### src/rtl/mmu_arb_pkg.sv
// Purpose: shared types and constants for the MMU request front-end (FSM states, owner tags, bad codes).
// Latency: n/a (types only).
// Backpressure: n/a (types only).
package mmu_arb_pkg;

  typedef enum logic [2:0] {
    IDLE  = 3'd0,
    ISSUE = 3'd1,
    WAIT  = 3'd2,
    RESP  = 3'd3,
    DRAIN = 3'd4
  } state_e;

  typedef enum logic {
    OWN_IFU = 1'b0,
    OWN_LSU = 1'b1
  } owner_e;

  // rsp_bad / mmu_pa_bad encoding: {bus_err, pg_fault}
  localparam logic [1:0] BAD_PGF = 2'b01;
  localparam logic [1:0] BAD_BUS = 2'b10;

  // Watchdog counter width; never zero so the counter stays a legal vector when the watchdog is disabled.
  function automatic int wdog_width(input int timeout_cyc);
    return (timeout_cyc == 0) ? 1 : $clog2(timeout_cyc + 1);
  endfunction

endpackage

### src/rtl/arb2_rr.sv
// Purpose: two-way IFU/LSU grant with round-robin pointer or fixed LSU priority.
// Latency: combinational grant in the cycle en is high; pointer updates on the following edge.
// Backpressure: no grant while en is low; pointer only moves when a grant is issued.
//
// Ports:
//   clk, rst           clock, async active-high reset
//   req_ifu, req_lsu   eligible requests (already masked by kill)
//   en                 grant window open (IDLE and no TLB flush)
//   gnt_ifu, gnt_lsu   one-hot grant, at most one high
module arb2_rr
  import mmu_arb_pkg::*;
#(
  parameter bit RR_EN = 1'b1
) (
  input  logic clk,
  input  logic rst,
  input  logic req_ifu,
  input  logic req_lsu,
  input  logic en,
  output logic gnt_ifu,
  output logic gnt_lsu
);

  owner_e rr_ptr;
  logic   pick_lsu;

  // On a tie the pointer decides (or LSU when round-robin is off); a lone requester always wins.
  always_comb begin
    pick_lsu = req_lsu;
    if (req_ifu && req_lsu) begin
      pick_lsu = RR_EN ? (rr_ptr == OWN_LSU) : 1'b1;
    end
    gnt_ifu = en & req_ifu & ~pick_lsu;
    gnt_lsu = en & req_lsu & pick_lsu;
  end

  // After any grant the pointer favours the side that was not served.
  always_ff @(posedge clk or posedge rst) begin
    if (rst) begin
      rr_ptr <= OWN_IFU;
    end else if (gnt_ifu) begin
      rr_ptr <= OWN_LSU;
    end else if (gnt_lsu) begin
      rr_ptr <= OWN_IFU;
    end
  end

endmodule

### src/rtl/mmu_req_arb.sv
// Purpose: arbitrates IFU/LSU translation requests onto the single mmu port and routes pa/bad back.
// Latency: accept cycle 0, mmu_va_valid cycle 1, rsp_valid one cycle after mmu_pa_valid (or after timeout).
// Backpressure: one request outstanding; *_req_ready only pulses in IDLE without tlb_flush_req.
//
// Ports:
//   clk, rst                          clock, async active-high reset
//   ifu_req_* / lsu_req_*             request valid/va (lsu also w), ready is a one-cycle accept pulse
//   ifu_kill / lsu_kill               requester flush: blocks its grant, drops its outstanding response
//   ifu_rsp_* / lsu_rsp_*             response pulse plus shared registered pa/bad
//   tlb_flush_req                     blocks new grants
//   mmu_va_valid/va/access_w/access_x translation start to mmu
//   mmu_pa_valid/pa/pa_bad            translation result from mmu
//   busy                              state != IDLE
module mmu_req_arb
  import mmu_arb_pkg::*;
#(
  parameter int VA_W        = 48,
  parameter int PA_W        = 56,
  parameter int TIMEOUT_CYC = 1024,
  parameter int RR_EN       = 1
) (
  input  logic            clk,
  input  logic            rst,
  input  logic            ifu_req_valid,
  input  logic [VA_W-1:0] ifu_req_va,
  output logic            ifu_req_ready,
  input  logic            ifu_kill,
  output logic            ifu_rsp_valid,
  output logic [PA_W-1:0] ifu_rsp_pa,
  output logic [1:0]      ifu_rsp_bad,
  input  logic            lsu_req_valid,
  input  logic [VA_W-1:0] lsu_req_va,
  input  logic            lsu_req_w,
  output logic            lsu_req_ready,
  input  logic            lsu_kill,
  output logic            lsu_rsp_valid,
  output logic [PA_W-1:0] lsu_rsp_pa,
  output logic [1:0]      lsu_rsp_bad,
  input  logic            tlb_flush_req,
  output logic            mmu_va_valid,
  output logic [VA_W-1:0] mmu_va,
  output logic            mmu_access_w,
  output logic            mmu_access_x,
  input  logic            mmu_pa_valid,
  input  logic [PA_W-1:0] mmu_pa,
  input  logic [1:0]      mmu_pa_bad,
  output logic            busy
);

  localparam int              WD_W    = wdog_width(TIMEOUT_CYC);
  localparam logic [WD_W-1:0] WD_MAX  = WD_W'(TIMEOUT_CYC);
  localparam logic [WD_W-1:0] WD_LAST = (TIMEOUT_CYC == 0) ? '0 : WD_W'(TIMEOUT_CYC - 1);

  state_e          state;
  owner_e          owner;
  logic [VA_W-1:0] va_q;
  logic            w_q;
  logic            x_q;
  logic [PA_W-1:0] pa_q;
  logic [1:0]      bad_q;
  logic            drop;
  logic            late;
  logic [WD_W-1:0] wdog;

  logic gnt_ifu, gnt_lsu;
  logic owner_kill;
  logic timeout_hit;
  logic rsp_fire;

  arb2_rr #(
    .RR_EN (RR_EN != 0)
  ) u_arb (
    .clk     (clk),
    .rst     (rst),
    .req_ifu (ifu_req_valid & ~ifu_kill),
    .req_lsu (lsu_req_valid & ~lsu_kill),
    .en      ((state == IDLE) & ~tlb_flush_req),
    .gnt_ifu (gnt_ifu),
    .gnt_lsu (gnt_lsu)
  );

  assign owner_kill  = (owner == OWN_IFU) ? ifu_kill : lsu_kill;
  assign timeout_hit = (TIMEOUT_CYC != 0) && (wdog == WD_LAST);
  // A kill landing in the RESP cycle itself still suppresses the pulse.
  assign rsp_fire    = (state == RESP) & ~drop & ~owner_kill;

  assign ifu_req_ready = gnt_ifu;
  assign lsu_req_ready = gnt_lsu;
  assign ifu_rsp_valid = rsp_fire & (owner == OWN_IFU);
  assign lsu_rsp_valid = rsp_fire & (owner == OWN_LSU);
  assign ifu_rsp_pa    = pa_q;
  assign lsu_rsp_pa    = pa_q;
  assign ifu_rsp_bad   = bad_q;
  assign lsu_rsp_bad   = bad_q;
  assign mmu_va_valid  = (state == ISSUE);
  assign mmu_va        = va_q;
  assign mmu_access_w  = w_q;
  assign mmu_access_x  = x_q;
  assign busy          = (state != IDLE);

  always_ff @(posedge clk or posedge rst) begin
    if (rst) begin
      state <= IDLE;
      owner <= OWN_IFU;
      va_q  <= '0;
      w_q   <= 1'b0;
      x_q   <= 1'b0;
      pa_q  <= '0;
      bad_q <= '0;
      drop  <= 1'b0;
      late  <= 1'b0;
      wdog  <= '0;
    end else begin
      case (state)
        IDLE: begin
          if (gnt_ifu || gnt_lsu) begin
            va_q  <= gnt_lsu ? lsu_req_va : ifu_req_va;
            w_q   <= gnt_lsu & lsu_req_w;
            x_q   <= gnt_ifu;
            owner <= gnt_lsu ? OWN_LSU : OWN_IFU;
            state <= ISSUE;
          end
        end
        ISSUE: begin
          wdog  <= '0;
          if (owner_kill) drop <= 1'b1;
          state <= WAIT;
        end
        WAIT: begin
          if (owner_kill) drop <= 1'b1;
          if (wdog != WD_MAX) wdog <= wdog + WD_W'(1);
          // A real completion in the timeout cycle wins over the forced bus error.
          if (mmu_pa_valid) begin
            pa_q  <= mmu_pa;
            bad_q <= mmu_pa_bad;
            state <= RESP;
          end else if (timeout_hit) begin
            pa_q  <= '0;
            bad_q <= BAD_BUS;
            late  <= 1'b1;
            state <= RESP;
          end
        end
        RESP: begin
          // The mmu still owes a result after a timeout; swallow it in DRAIN.
          if (late) begin
            state <= DRAIN;
          end else begin
            drop  <= 1'b0;
            state <= IDLE;
          end
        end
        DRAIN: begin
          if (mmu_pa_valid) begin
            late  <= 1'b0;
            drop  <= 1'b0;
            state <= IDLE;
          end
        end
        default: state <= IDLE;
      endcase
    end
  end

endmodule

### config.mk
export PLATFORM = sky130hd
export DESIGN_NAME = mmu_req_arb
export DESIGN_NICKNAME = d
export VERILOG_FILES = /design/src/rtl/mmu_arb_pkg.sv /design/src/rtl/arb2_rr.sv /design/src/rtl/mmu_req_arb.sv
export SDC_FILE = /design/constraint.sdc
export NUM_CORES = 1
export LEC_CHECK = 0
export CAP_MARGIN = 20
export CELL_PAD_IN_SITES_DETAIL_PLACEMENT = 0
export CELL_PAD_IN_SITES_GLOBAL_PLACEMENT = 1
export CORE_ASPECT_RATIO = 0.8
export CORE_MARGIN = 1.5
export CORE_UTILIZATION = 30
export DETAILED_ROUTE_END_ITERATION = 8
export PLACE_DENSITY = 0.84
export SLEW_MARGIN = 20
export SYNTH_ARGS = -nofsm -noshare
export SYNTH_HDL_FRONTEND = slang
export SYNTH_SLANG_ARGS = --single-unit
### constraint.sdc
create_clock -name clk -period 7.2 [get_ports clk]
set_clock_uncertainty 0.05 [all_clocks]
set_input_delay 0.72 -clock clk [delete_from_list [all_inputs] [get_ports clk]]
set_output_delay 0.72 -clock clk [all_outputs]
set_load 0.03 [all_outputs]
# Word-level counts from Yosys, hierarchy flattened
# Index checks and enable logic that the tools add are counted.
dict set report classes {
  n_bitwise 19
  eq_ne 14
  addsub 1
  reduce_logical 16
  mux 25
}
# cell n
set ops {}
lappend ops {{$mux W56} 2}
lappend ops {{$mux W48} 1}
lappend ops {{$pmux W11 S2} 1}
lappend ops {{$mux W3} 5}
lappend ops {{$pmux W3 S5} 1}
lappend ops {{$and A1 B1 Y1} 12}
lappend ops {{$add A11 B1 Y11 const B} 1}
lappend ops {{$eq A11 B10 Y1 const B} 1}
lappend ops {{$mux W11} 1}
lappend ops {{$ne A11 B11 Y1 const B} 1}
lappend ops {{$mux W1} 10}
lappend ops {{$ne A2 B2 Y1 const B} 5}
lappend ops {{$reduce_and A4 Y1} 2}
lappend ops {{$reduce_bool A2 Y1} 4}
lappend ops {{$not A1 Y1} 7}
lappend ops {{$eq A3 B2 Y1 const B} 2}
lappend ops {{$reduce_and A2 Y1} 3}
lappend ops {{$reduce_bool A3 Y1} 2}
lappend ops {{$mux W2} 2}
lappend ops {{$ne A2 B1 Y1 const B} 2}
lappend ops {{$eq A3 B1 Y1 const B} 1}
lappend ops {{$eq A3 B3 Y1 const B} 1}
lappend ops {{$logic_not A3 Y1} 1}
lappend ops {{$ne A3 B3 Y1 const B} 1}
lappend ops {{other kinds (6)} 6}
dict set report totals {
  out_inout_bits 172
  ff_bits 126
  wordCells 86
  input_bits 163
}

# Logic depth before layout (Yosys ltp)
# Gate-level depths: netlist (run 1).
dict set report depth {
  ltp_word 9
  depth_mapped 7
  depth_no_buf 6
}

# Modules after synthesis
# From an unflattened synthesis (run 1), not the netlist that was laid out.
dict set report unflattened {
  hier_cells 528
  area_unflattened_um2 5861.9
}
# mod area_each_um2 cells_each seq_area_each_um2 n_inst
set by_module_without_submodules {}
lappend by_module_without_submodules {mmu_req_arb 5796.8 519 3128.0 1}
lappend by_module_without_submodules {arb2_rr 65.1 9 25.0 1}

# Worst setup path before layout (run 1)
# Ideal clock, no wire load.
dict set report synth_timing {
  kind {register to output}
  from {register state[2]}
  to {output port lsu_rsp_valid}
  arrival_time_ns 1.694
  slack_ns 4.736
  path_stages_with_launch 4
  required_ns 6.430
  n_path_buf 1
  path_cell_list {dfrtp_1 > buf_4 > or3_1 > nor3b_1}
}
dict set report synth_between {
  elab_chain_cells 4
}
# element line
set synth_lines {}
lappend synth_lines {{from (decl)} mmu_req_arb.sv:54} ;# state_e state;
lappend synth_lines {{from (signal assigned)} mmu_req_arb.sv:103} ;# state <= IDLE;
lappend synth_lines {{from (signal assigned)} mmu_req_arb.sv:121} ;# state <= ISSUE;
lappend synth_lines {{from (signal assigned)} mmu_req_arb.sv:127} ;# state <= WAIT;
lappend synth_lines {{$eq A3 B2 Y1} mmu_req_arb.sv:85} ;# assign rsp_fire = (state == RESP) & ~drop & ~owner_kill;
lappend synth_lines {{$and A1 B1 Y1 (2 in series)} mmu_req_arb.sv:85}
lappend synth_lines {{$and A1 B1 Y1} mmu_req_arb.sv:90} ;# assign lsu_rsp_valid = rsp_fire & (owner == OWN_LSU);
lappend synth_lines {{to (decl)} mmu_req_arb.sv:36} ;# output logic lsu_rsp_valid,
# Every way passes these cells.

# Worst setup path in the final report (run 1)
dict set report layout_timing {
  from {input port lsu_req_valid}
  to {output port lsu_req_ready}
}
dict set report layout_between {
  elab_chain_cells 4
  word_cells_on_any_way 5
  cone_classes {mux: 1; bitwise: 3; reduce/logical: 1}
}
# element line
set layout_lines {}
lappend layout_lines {{from (decl)} mmu_req_arb.sv:31} ;# input logic lsu_req_valid,
lappend layout_lines {{$and A1 B1 Y1 (*)} mmu_req_arb.sv:76} ;# .req_lsu (lsu_req_valid & ~lsu_kill),
lappend layout_lines {{$logic_and A1 B1 Y1} arb2_rr.sv:30} ;# if (req_ifu && req_lsu) begin
lappend layout_lines {{$mux W1} arb2_rr.sv:30}
lappend layout_lines {{$and A1 B1 Y1 (*)} arb2_rr.sv:34} ;# gnt_lsu = en & req_lsu & pick_lsu;
lappend layout_lines {{to (decl)} mmu_req_arb.sv:34} ;# output logic lsu_req_ready,
# Mark *: on every way between the ends. The rest lies on a longest branch, timed or not.

==> results.md, run 1 <==
* Status: completed
* CTS tree: built
* Met3 usage at under 10%
* Layout cells sized above 1 at roughly 6.2%
* Via density at 4.69
* Overflow after GRT at 0
* Syn_nets at 742
* Clock Latency Late Sink at roughly 0.41 ns
* Rel. slew slack at 51.3%
* Asr flop ratio synth at 100%
* Tmin final at 4.11 ns
* Max-cap violations at 0
* Setup violators final at 0
* Wire per inst at 16.7 µm
* Drt total wl at 18500 µm
* Initial antenna violation count at 0
* CTS buffer count at 17
* Vias in the first global route at 5107
* Leak at 4.13 nW
* Post-synth EDFFs at 0
* Post-CTS Setup Bufs at 0
* Most used routing layer: met2
* VDD IR max at 0.243 mV
* Synth Area in XOR/XNOR at 1.04%
* Worst-Margin Slew at 0.731 ns
* Iter 0 DRT Violations at 224
* First-pass GRT wire length at 28200 µm
* Synth area leader: dfrtp_1
* Post-synthesis sequential area ratio at 54.5%
* Syn avg cell area at around 10 µm²
* DRT antenna net count at 0
* Row cnt at 45
* Inserted Diodes at 0
* DPL Wire Length at 13300 µm
* Yosys top cell area share at a little over half
* Max Root-Sink Buffers at 2
* Prevailing post-synth register cell: dfrtp_1
* Die area at 0.0201 mm²
* Via count at 5207
* RSZ-0062 raised after global routing: no
* Synth Area in Compound Gates at 18.1%
* Adder-Cell Fraction of Synth Area at 0.433%
* Mapped Area at 0.00578 mm²
* Power Density at 499 mW/mm²
* Core region area at 0.0189 mm²
* Simple-gate share of the synthesized area at about 14%
* GPL Wtd Cong at 0.735
* Mux cell area share after synthesis at less than 1%
* Most common cell in the netlist: dfrtp_1
* Synth cell count leaders: dfrtp_1 (126), nand2_1 (79), a21oi_1 (74), buf_4 (61), nor2_1 (60)
* WP data arrival at 3.34 ns
* Final nets at 1005
* DRC violations left at 0
* Fin. max-slew vios at 0
* Final Cycle Share at 57.1%
* Met1 usage at roughly 22%
* Final hold vios at 0
* Crit end category: output port
* Resized Gates After CTS at 0
* I/O Pins at between 300 and 400
* Fillers at between 1500 and 2000
* Syn Inst Count at 577
* Critical Path RT at 6.43 ns
* DIE HEIGHT at 127 µm
* TritonRoute pass-1 iters at 4
* Met2 Usage GRT at 31.0%
* PortBufs at 334
* Setup TNS Final at 0 ns
* Synth cell types at 43
* Area growth syn-to-layout at 65.3%
* Initial Utilization at a little under a third
* Main combinational cell family by area after synthesis: compound AO/OA/AOI/OAI gates
* CP startpoint kind: primary input
* Largest net degree at the start of global routing at 77
* Clock Sinks at 126
* Top cells by area, synth: dfrtp_1 (55%), a22o_1 (8.8%), buf_4 (7.9%)
* Root Buffer: clkbuf_16
* GRT Util Overall at 18.5%
* Syn. warnings at 0
* Final WS setup at 3.09 ns
* Critical path class: in -> out
* CTS hold repair buffers at 0
* Max Freq at 243 MHz
* Place WS at 3.08 ns
* Critical-path maximum fanout at 50
* Worst min-delay path category: reg -> reg
* Clock transition at path regs at approximately 0.06 ns
* Die X at 158 µm
* Synthesis-stage register bit count at 126
* CTS HTree Levels at 4
final timing paths:
kind,start,to,slack [ns],cells past startpoint
min in group asynchronous,rst,ifu_rsp_pa[41]$_DFFE_PP0P_,0.74,2
max in group asynchronous,rst,ifu_rsp_pa[5]$_DFFE_PP0P_,5.17,3
max,lsu_req_valid,lsu_req_ready,3.09,7
min reg2reg,mmu_access_x$_DFFE_PP0P_,mmu_access_x$_DFFE_PP0P_,0.44,2
max reg2reg,state[2]$_DFFE_PP0P_,mmu_va[30]$_DFFE_PP0P_,4.62,7
min,mmu_access_x$_DFFE_PP0P_,mmu_access_x$_DFFE_PP0P_,0.44,2
per-layer routing:
layer	vias up	wire length [µm]
li1	2480	-
met1	2470	7540
met2	238	8970
met3	19	1690
met4	0	300
met5	-	0
critical path, stage by stage:
cell and delay [ns]:
clkdlybuf4s50_1 0.45, nor2b_1 0.38, nand3_2 0.12, buf_4 0.30, inv_2 0.09, buf_4 0.45, clkdlybuf4s50_1 0.77
placed cells by master (no fill, tap or decap), drive strengths merged, types with 2 or more instances in the layout:
master	n
a21oi	74
a22o	58
a31oi	13
buf	7
bufinv	4
clkbuf	18
clkdlybuf4s50	334
clkinv	5
dfrtp	126
ha	2
inv	12
mux2i	3
nand2	79
nand3	6
nand4	3
nor2	60
nor2b	3
nor3	3
nor3b	2
nor4	5
nor4b	2
o21a	2
o21ai	6
o22ai	2
or2	2
or3	4
or3b	2
or4	3
xnor2	6
layout make-up:
| class | count | area, µm² | area share (%) |
|---|---|---|---|
| Tap cell | 258 | 323 | 3.38 |
| Multi-Input combinational cell | 346 | 2000 | 20.9 |
| Inverter | 8 | 35.0 | 0.366 |
| Clock inverter | 14 | 206 | 2.16 |
| Sequential cell | 126 | 3150 | 33.0 |
| Timing Repair Buffer | 341 | 3420 | 35.7 |
| Clock buffer | 18 | 429 | 4.49 |
metrics by stage:
| stage | instances | utilization (%) | instance area (µm²) | hold WS (ns) | power (mW) |
|---|---|---|---|---|---|
| after floorplan | 577 | - | 5780 | 0.411 | 2.90 |
| after global placement | 1078 | 47.0 | 8900 | 0.408 | 3.83 |
| after detailed placement | 1078 | 47.0 | 8900 | 0.418 | 3.87 |
| after CTS | 1110 | 50.4 | 9530 | 0.442 | 4.82 |
| after global routing | 1111 | 50.5 | 9560 | 0.470 | 5.02 |
| final | 1111 | 50.5 | 9560 | 0.440 | 4.77 |
sequential cells by signal (all words and copies together) (netlist names):
register / flops
wdog: 11
late: 1
ifu_rsp_pa: 56
state: 3
mmu_access_w: 1
u_arb.rr_ptr: 1
drop: 1
mmu_va: 48
owner: 1
mmu_access_x: 1
ifu_rsp_bad: 2
kinds of logic after synthesis:
group | after synthesis
and+or+nand+nor | 177
AOI/OAI and AO/OA | 158
DFF | 126
buffers and inverters | 105
xor gates and xnor gates | 6
muxes | 3
adders and majority gates | 2
report_power, final:
group | switching, mW | leakage [nW] | internal, mW
registers | 0.265 | 1.52 | 1.03
logic | 1.45 | 2.31 | 1.09
clock network | 0.343 | 0.306 | 0.587
No activity file was read; power rests on OpenSTA's default activity.
==> inputs of run 2 (changes only) <==
Settings changed: CORE_UTILIZATION 30 to 25, PLACE_DENSITY 0.84 to 0.75.
Clock period 7.2 ns to 3.7 ns, I/O delays scaled along.
==> run 2 against run 1 <==
  * Count of clock-buffer cells in the layout unchanged
  * Global-route usage decreased by 2.2 points
  * Final cell count increased by 4.7%
  * Hold slack got worse by 0.15 ns
  * First-iteration DRC count increased by 25%
  * Sequential power increased by 96%
  * Via count decreased by 0.25%
  * Setup slack got worse by 2.4 ns
  * Cell area increased by 0.94%
  * Die area increased by 20%
  * Combinational power increased by 95%
  * Critical path type is now reg -> out
  * Highest routed layer unchanged
==> results.md, run 2 (synthesized netlist as in run 1, its figures left out) <==
* DIE HEIGHT at 139 µm (+9.3%)
* Via density at 4.47 (-4.7%)
* Largest net degree at the start of global routing at 59 (-23%)
* GRT Util Overall at 16.3% (-2.2 points)
* Core region area at 0.0226 mm² (+19%)
* CTS buffer count at 17 (unchanged)
* Worst min-delay path category: in -> async
* Max FFs per register at 56 (unchanged)
* Max Freq at 331 MHz
* CTS tree: built
* Power Density at 959 mW/mm² (+92%)
* Clock Sinks at 126 (unchanged)
* Max Root-Sink Buffers at 2 (unchanged)
* Final Total Pwr at 9.25 mW (+94%)
* Root Buffer: clkbuf_16
* Place WS at 1.02 ns (-2.05 ns)
* Critical Path RT at 3.28 ns (-3.15 ns)
* Final WS setup at 0.682 ns (-2.40 ns)
* I/O Pins at 335 (unchanged)
* Setup TNS Final at 0 ns (unchanged)
* FF-to-FF Start: state[1]$_DFFE_PP0P_
* Status: completed
* PortBufs at 334 (unchanged)
* WP data arrival at 2.60 ns (-0.74 ns)
* GPL Wtd Cong at 0.773 (+5.1%)
* DRC violations left at 0 (unchanged)
* Layout cells sized above 1 at 6.54% (+0.33 points)
* Die X at 173 µm (+9.4%)
* Critical-path maximum fanout at 20 (-60%)
* DRT antenna net count at 0 (unchanged)
* CTS HTree Levels at 4 (unchanged)
* Overflow after GRT at 0 (unchanged)
* Resized Gates After CTS at 0 (unchanged)
* RSZ-0062 raised after global routing: no
* Via count at 5194 (-0.25%)
* Crit path cell chain: nor4_4, nand3_1, inv_1, clkdlybuf4s50_1
* Die area at 0.0241 mm² (+20%)
* Most common cell after layout, fill and taps aside: clkdlybuf4s50_1
* Critical path class: reg -> out
* Tmin final at 3.02 ns
* Row cnt at 49 (+8.9%)
* Clock transition at path regs at 0.06 ns (about the same)
* Vias in the first global route at 5212 (+2.1%)
* Final Cycle Share at 81.6%
* Final hold vios at 0 (unchanged)
* Fin. max-slew vios at 0 (unchanged)
* Slowest-stage cell, CP: clkdlybuf4s50_1
* Final nets at 1008 (+0.30%)
* TritonRoute pass-1 iters at 4 (unchanged)
* First-pass GRT wire length at 30500 µm (+8.1%)
* Post-CTS Setup Bufs at 0 (unchanged)
* Setup violators final at 0 (unchanged)
* Reg-to-reg endpoint: ifu_rsp_pa[46]$_DFFE_PP0P_
* Wire per inst at 16.8 µm (+1.0%)
* CP startpoint kind: flip-flop
* Flop2flop setup slack at 1.26 ns (-3.36 ns)
* Leak at 4.14 nW (+0.13%)
* VDD IR max at 0.356 mV (+46%)
* Max-cap violations at 0 (unchanged)
* Clock Latency Late Sink at 0.40 ns (about the same)
* CP Launch Point: state[2]$_DFFE_PP0P_
* Worst-Margin Slew at 0.982 ns (+0.252 ns)
* Iter 0 DRT Violations at 281 (+25%)
* DPL Wire Length at 14400 µm (+8.4%)
* FF-to-FF path depth at 4 (-3)
* Initial Utilization at 25.6% (-4.9 points)
* CTS hold repair buffers at 0 (unchanged)
* Fin cells at 1163 (+4.7%)
* Post-placement cell count at 1129 (+4.7%)
* Worst path max stage delay at 0.67 ns (-0.10 ns)
* Drt total wl at 19600 µm (+5.8%)
* Rel. slew slack at 34.5% (-17 points)
* Final core utilization at 42.8% (-7.8 points)
* Most frequent cells in the layout: clkdlybuf4s50_1 (334), dfrtp_1 (126), nand2_1 (79), a21oi_1 (74), nor2_1 (60)
* Area growth syn-to-layout at 66.8%
* Initial antenna violation count at 1 (+1)
* Crit end category: output port
-- run 2: area by class of cell --
class,count,area (µm²)
Fill cell,2223,12900
Timing Repair Buffer,344,3470
Sequential cell,126,3150
Multi-Input combinational cell,346,2000
Clock buffer,18,429
Tap cell,306,383
Clock inverter,14,183
Inverter,8,33.8
Antenna cell,1,2.50
-- run 2: per-stage QoR --
stage,hold slack [ns],area [µm²]
after floorplan,0.411,5790
after global placement,0.414,9020
after detailed placement,0.439,9020
after CTS,0.417,9630
after global routing,0.295,9650
final,0.292,9650
-- run 2: worst max-delay path: cells and delay by family (launching register included) --
kind                   cells  cell delay (ns)
AND/OR/NAND/NOR            2             0.80
buffers and inverters      2             0.79
flip-flops                 1             0.59
-- run 2: layer usage --
layer  wire (µm)  GRT usage, %
met5           0             0
met4         221          3.52
met3        1840          7.40
met2        9430          26.9
met1        8090          19.4
-- run 2: where the power goes --
group          switching (mW)  internal [mW]
Clock                   0.674           1.08
Sequential              0.534           2.00
Combinational            2.83           2.14
-- run 2: how the worst max path moves through the flow --
stage | cells after the start | to
4_1_cts | 4 | ifu_req_ready
3_3_place_gp | 5 | ifu_req_ready
3_5_place_dp | 5 | ifu_req_ready
5_1_grt | 4 | ifu_req_ready
2_1_floorplan | 3 | lsu_rsp_valid
6_report | 4 | ifu_req_ready
==> inputs of run 3 (changes only) <==
Clock period 3.7 ns to 2.5 ns, I/O delays scaled along.
==> run 3 against run 2 <==
  * Die area unchanged
  * Total power increased by 49%
  * Global-route usage decreased by 0.060 points
  * Cell area increased by 0.79%
  * Combinational power increased by 50%
  * Count of clock-buffer cells in the layout decreased by 1
  * Critical path type unchanged
  * Largest cell class unchanged
==> results.md, run 3 (synthesized netlist as in run 1, its figures left out) <==
* Core region area at 0.0226 mm² (unchanged)
* CTS tree: built
* Power Density at 1410 mW/mm² (+48%)
* CP bufs+invs at 1 (-1)
* Reg-to-reg endpoint: mmu_va[1]$_DFFE_PP0P_
* Rel. slew slack at 25.5% (-9.0 points)
* Initial antenna violation count at 0 (-1)
* PortBufs at 334 (unchanged)
* Clock transition at path regs at 0.06 ns (about the same)
* Met1 usage at 19.3% (-0.081 points)
* Drt total wl at 19800 µm (+1.2%)
* Final hold vios at 0 (unchanged)
* DRT antenna net count at 0 (unchanged)
* Final Cycle Share at between 90% and 100%
* Critical Path RT at 2.20 ns (-1.08 ns)
* Overflow after GRT at 0 (unchanged)
* Via count at 5260 (+1.3%)
* Met3 usage at 6.74% (-0.66 points)
* GRT Util Overall at 16.2% (-0.060 points)
* Slowest-stage cell, CP: dfrtp_1
* Clock Sinks at 126 (unchanged)
* FF-to-FF path depth at 5 (+1)
* Clock Latency Late Sink at 0.41 ns (about the same)
* DPL Wire Length at 14500 µm (+0.90%)
* Iter 0 DRT Violations at 266 (-5.3%)
* CTS HTree Levels at 4 (unchanged)
* Via density at 4.50 (+0.75%)
* Die area at 0.0241 mm² (unchanged)
* CTS hold repair buffers at 0 (unchanged)
* Met2 Usage GRT at 27.0% (+0.11 points)
* Vias in the first global route at 5247 (+0.67%)
* Dpl cell area at 0.00912 mm² (+1.1%)
* Final core utilization at 43.1% (+0.34 points)
* Critical path class: reg -> out
* Final instance area at 0.00973 mm² (+0.79%)
* Wire per inst at 16.9 µm (+0.69%)
* TritonRoute pass-1 iters at 4 (unchanged)
* DRC violations left at 0 (unchanged)
* Critical-path maximum fanout at 14 (-30%)
* Fin. max-slew vios at 0 (unchanged)
* Worst path max stage delay at 0.54 ns (-0.13 ns)
* Root Buffer: clkbuf_16
* Die X at 173 µm (unchanged)
* Place WS at 0.213 ns (-0.809 ns)
* Initial Utilization at 25.6% (unchanged)
* WP data arrival at 2.04 ns (-0.56 ns)
* Tmin final at 2.34 ns
* First-pass GRT wire length at 30300 µm (-0.66%)
* Row cnt at 49 (unchanged)
* Delay-heaviest family, CP: simple AND/OR/NAND/NOR gates
* CTS buffer count at 17 (unchanged)
* Worst Hold Slack at 0.268 ns (-0.0239 ns)
* GPL Wtd Cong at 0.774 (+0.22%)
* I/O Pins at 335 (unchanged)
* Area growth syn-to-layout at 68.2%
* Worst-Margin Slew at 1.11 ns (+0.130 ns)
* Inserted Diodes at 0 (-1)
* Most common cell after layout, fill and taps aside: clkdlybuf4s50_1
* Most used routing layer: met2
* Crit path cell chain: or3_1, nor3b_1, dlygate4sd2_1
* Flop2flop setup slack at 0.47 ns (-0.79 ns)
* Crit end category: output port
* Final nets at 1016 (+0.79%)
* Max Freq at approximately 430 MHz
* Largest net degree at the start of global routing at 69 (+17%)
* Status: completed
* Setup TNS Final at 0 ns (unchanged)
* DIE HEIGHT at 139 µm (unchanged)
* Layout cells sized above 1 at 7.65% (+1.1 points)
* Post-CTS Setup Bufs at 0 (unchanged)
* Final WS setup at 0.160 ns (-0.522 ns)
* CP startpoint kind: flip-flop
* Max Root-Sink Buffers at 2 (unchanged)
* Most frequent cells in the layout: clkdlybuf4s50_1 (329), dfrtp_1 (126), nand2_1 (79), a21oi_1 (74), nor2_1 (60)
* VDD IR max at 0.579 mV (+63%)
* CP Depth at 3 (-1)
* Max-cap violations at 0 (unchanged)
* RSZ-0062 raised after global routing: no
* Setup violators final at 0 (unchanged)
* Max FFs per register at 56 (unchanged)
* FF-to-FF Start: state[2]$_DFFE_PP0P_
* Leak at 4.21 nW (+1.8%)
* Worst min-delay path category: in -> async
## run 3: report_power, final
part | leakage, nW | total (mW) | internal [mW] | switching [mW]
Combinational | 2.40 | 7.46 | 3.21 | 4.25
Sequential | 1.52 | 3.70 | 2.96 | 0.744
Clock | 0.293 | 2.60 | 1.59 | 1.01
## run 3: per-layer routing
layer	up-vias	part of all wire (%)
met2	240	48
met1	2500	41
li1	2503	-
met5	-	0
met4	0	1.3
met3	17	9.7
## run 3: through the flow
step,power (mW),std cells
finish,13.8,1169
global route,14.4,1169
global placement,11.2,1138
CTS,13.9,1169
floorplan,8.35,577
detailed placement,11.2,1138
## run 3: layout make-up
type	count	area, µm²
Clock buffer	17	425
Clock inverter	14	183
Fill cell	2202	12800
Inverter	8	36.3
Multi-Input combinational cell	346	2000
Sequential cell	126	3150
Tap cell	306	383
Timing Repair Buffer	352	3550
## run 3: how the worst max path moves through the flow
stage                               startpoint               endpoint  slack, ns
after CTS                 state[2]$_DFFE_PP0P_           mmu_va_valid       0.03
after detailed placement              ifu_kill  mmu_va[1]$_DFFE_PP0P_       0.21
final                     state[2]$_DFFE_PP0P_          lsu_rsp_valid       0.16
after global routing      state[2]$_DFFE_PP0P_          lsu_rsp_valid       0.03
after global placement    state[2]$_DFFE_PP0P_          lsu_rsp_valid       0.29
after floorplan           state[2]$_DFFE_PP0P_          lsu_rsp_valid       0.51
## run 3: repair_timing
action,4_1_cts,5_1_grt
setup endpoints to repair,3,3
pin swaps,0,1
resized for setup,3,1
## run 3: worst register-to-register path, cell delays in order (launching register included)
cell and delay, ns:
dfrtp_1 0.54, nor4_4 0.39, o21a_2 0.37, buf_12 0.27, nor2_1 0.14, a31oi_1 0.17
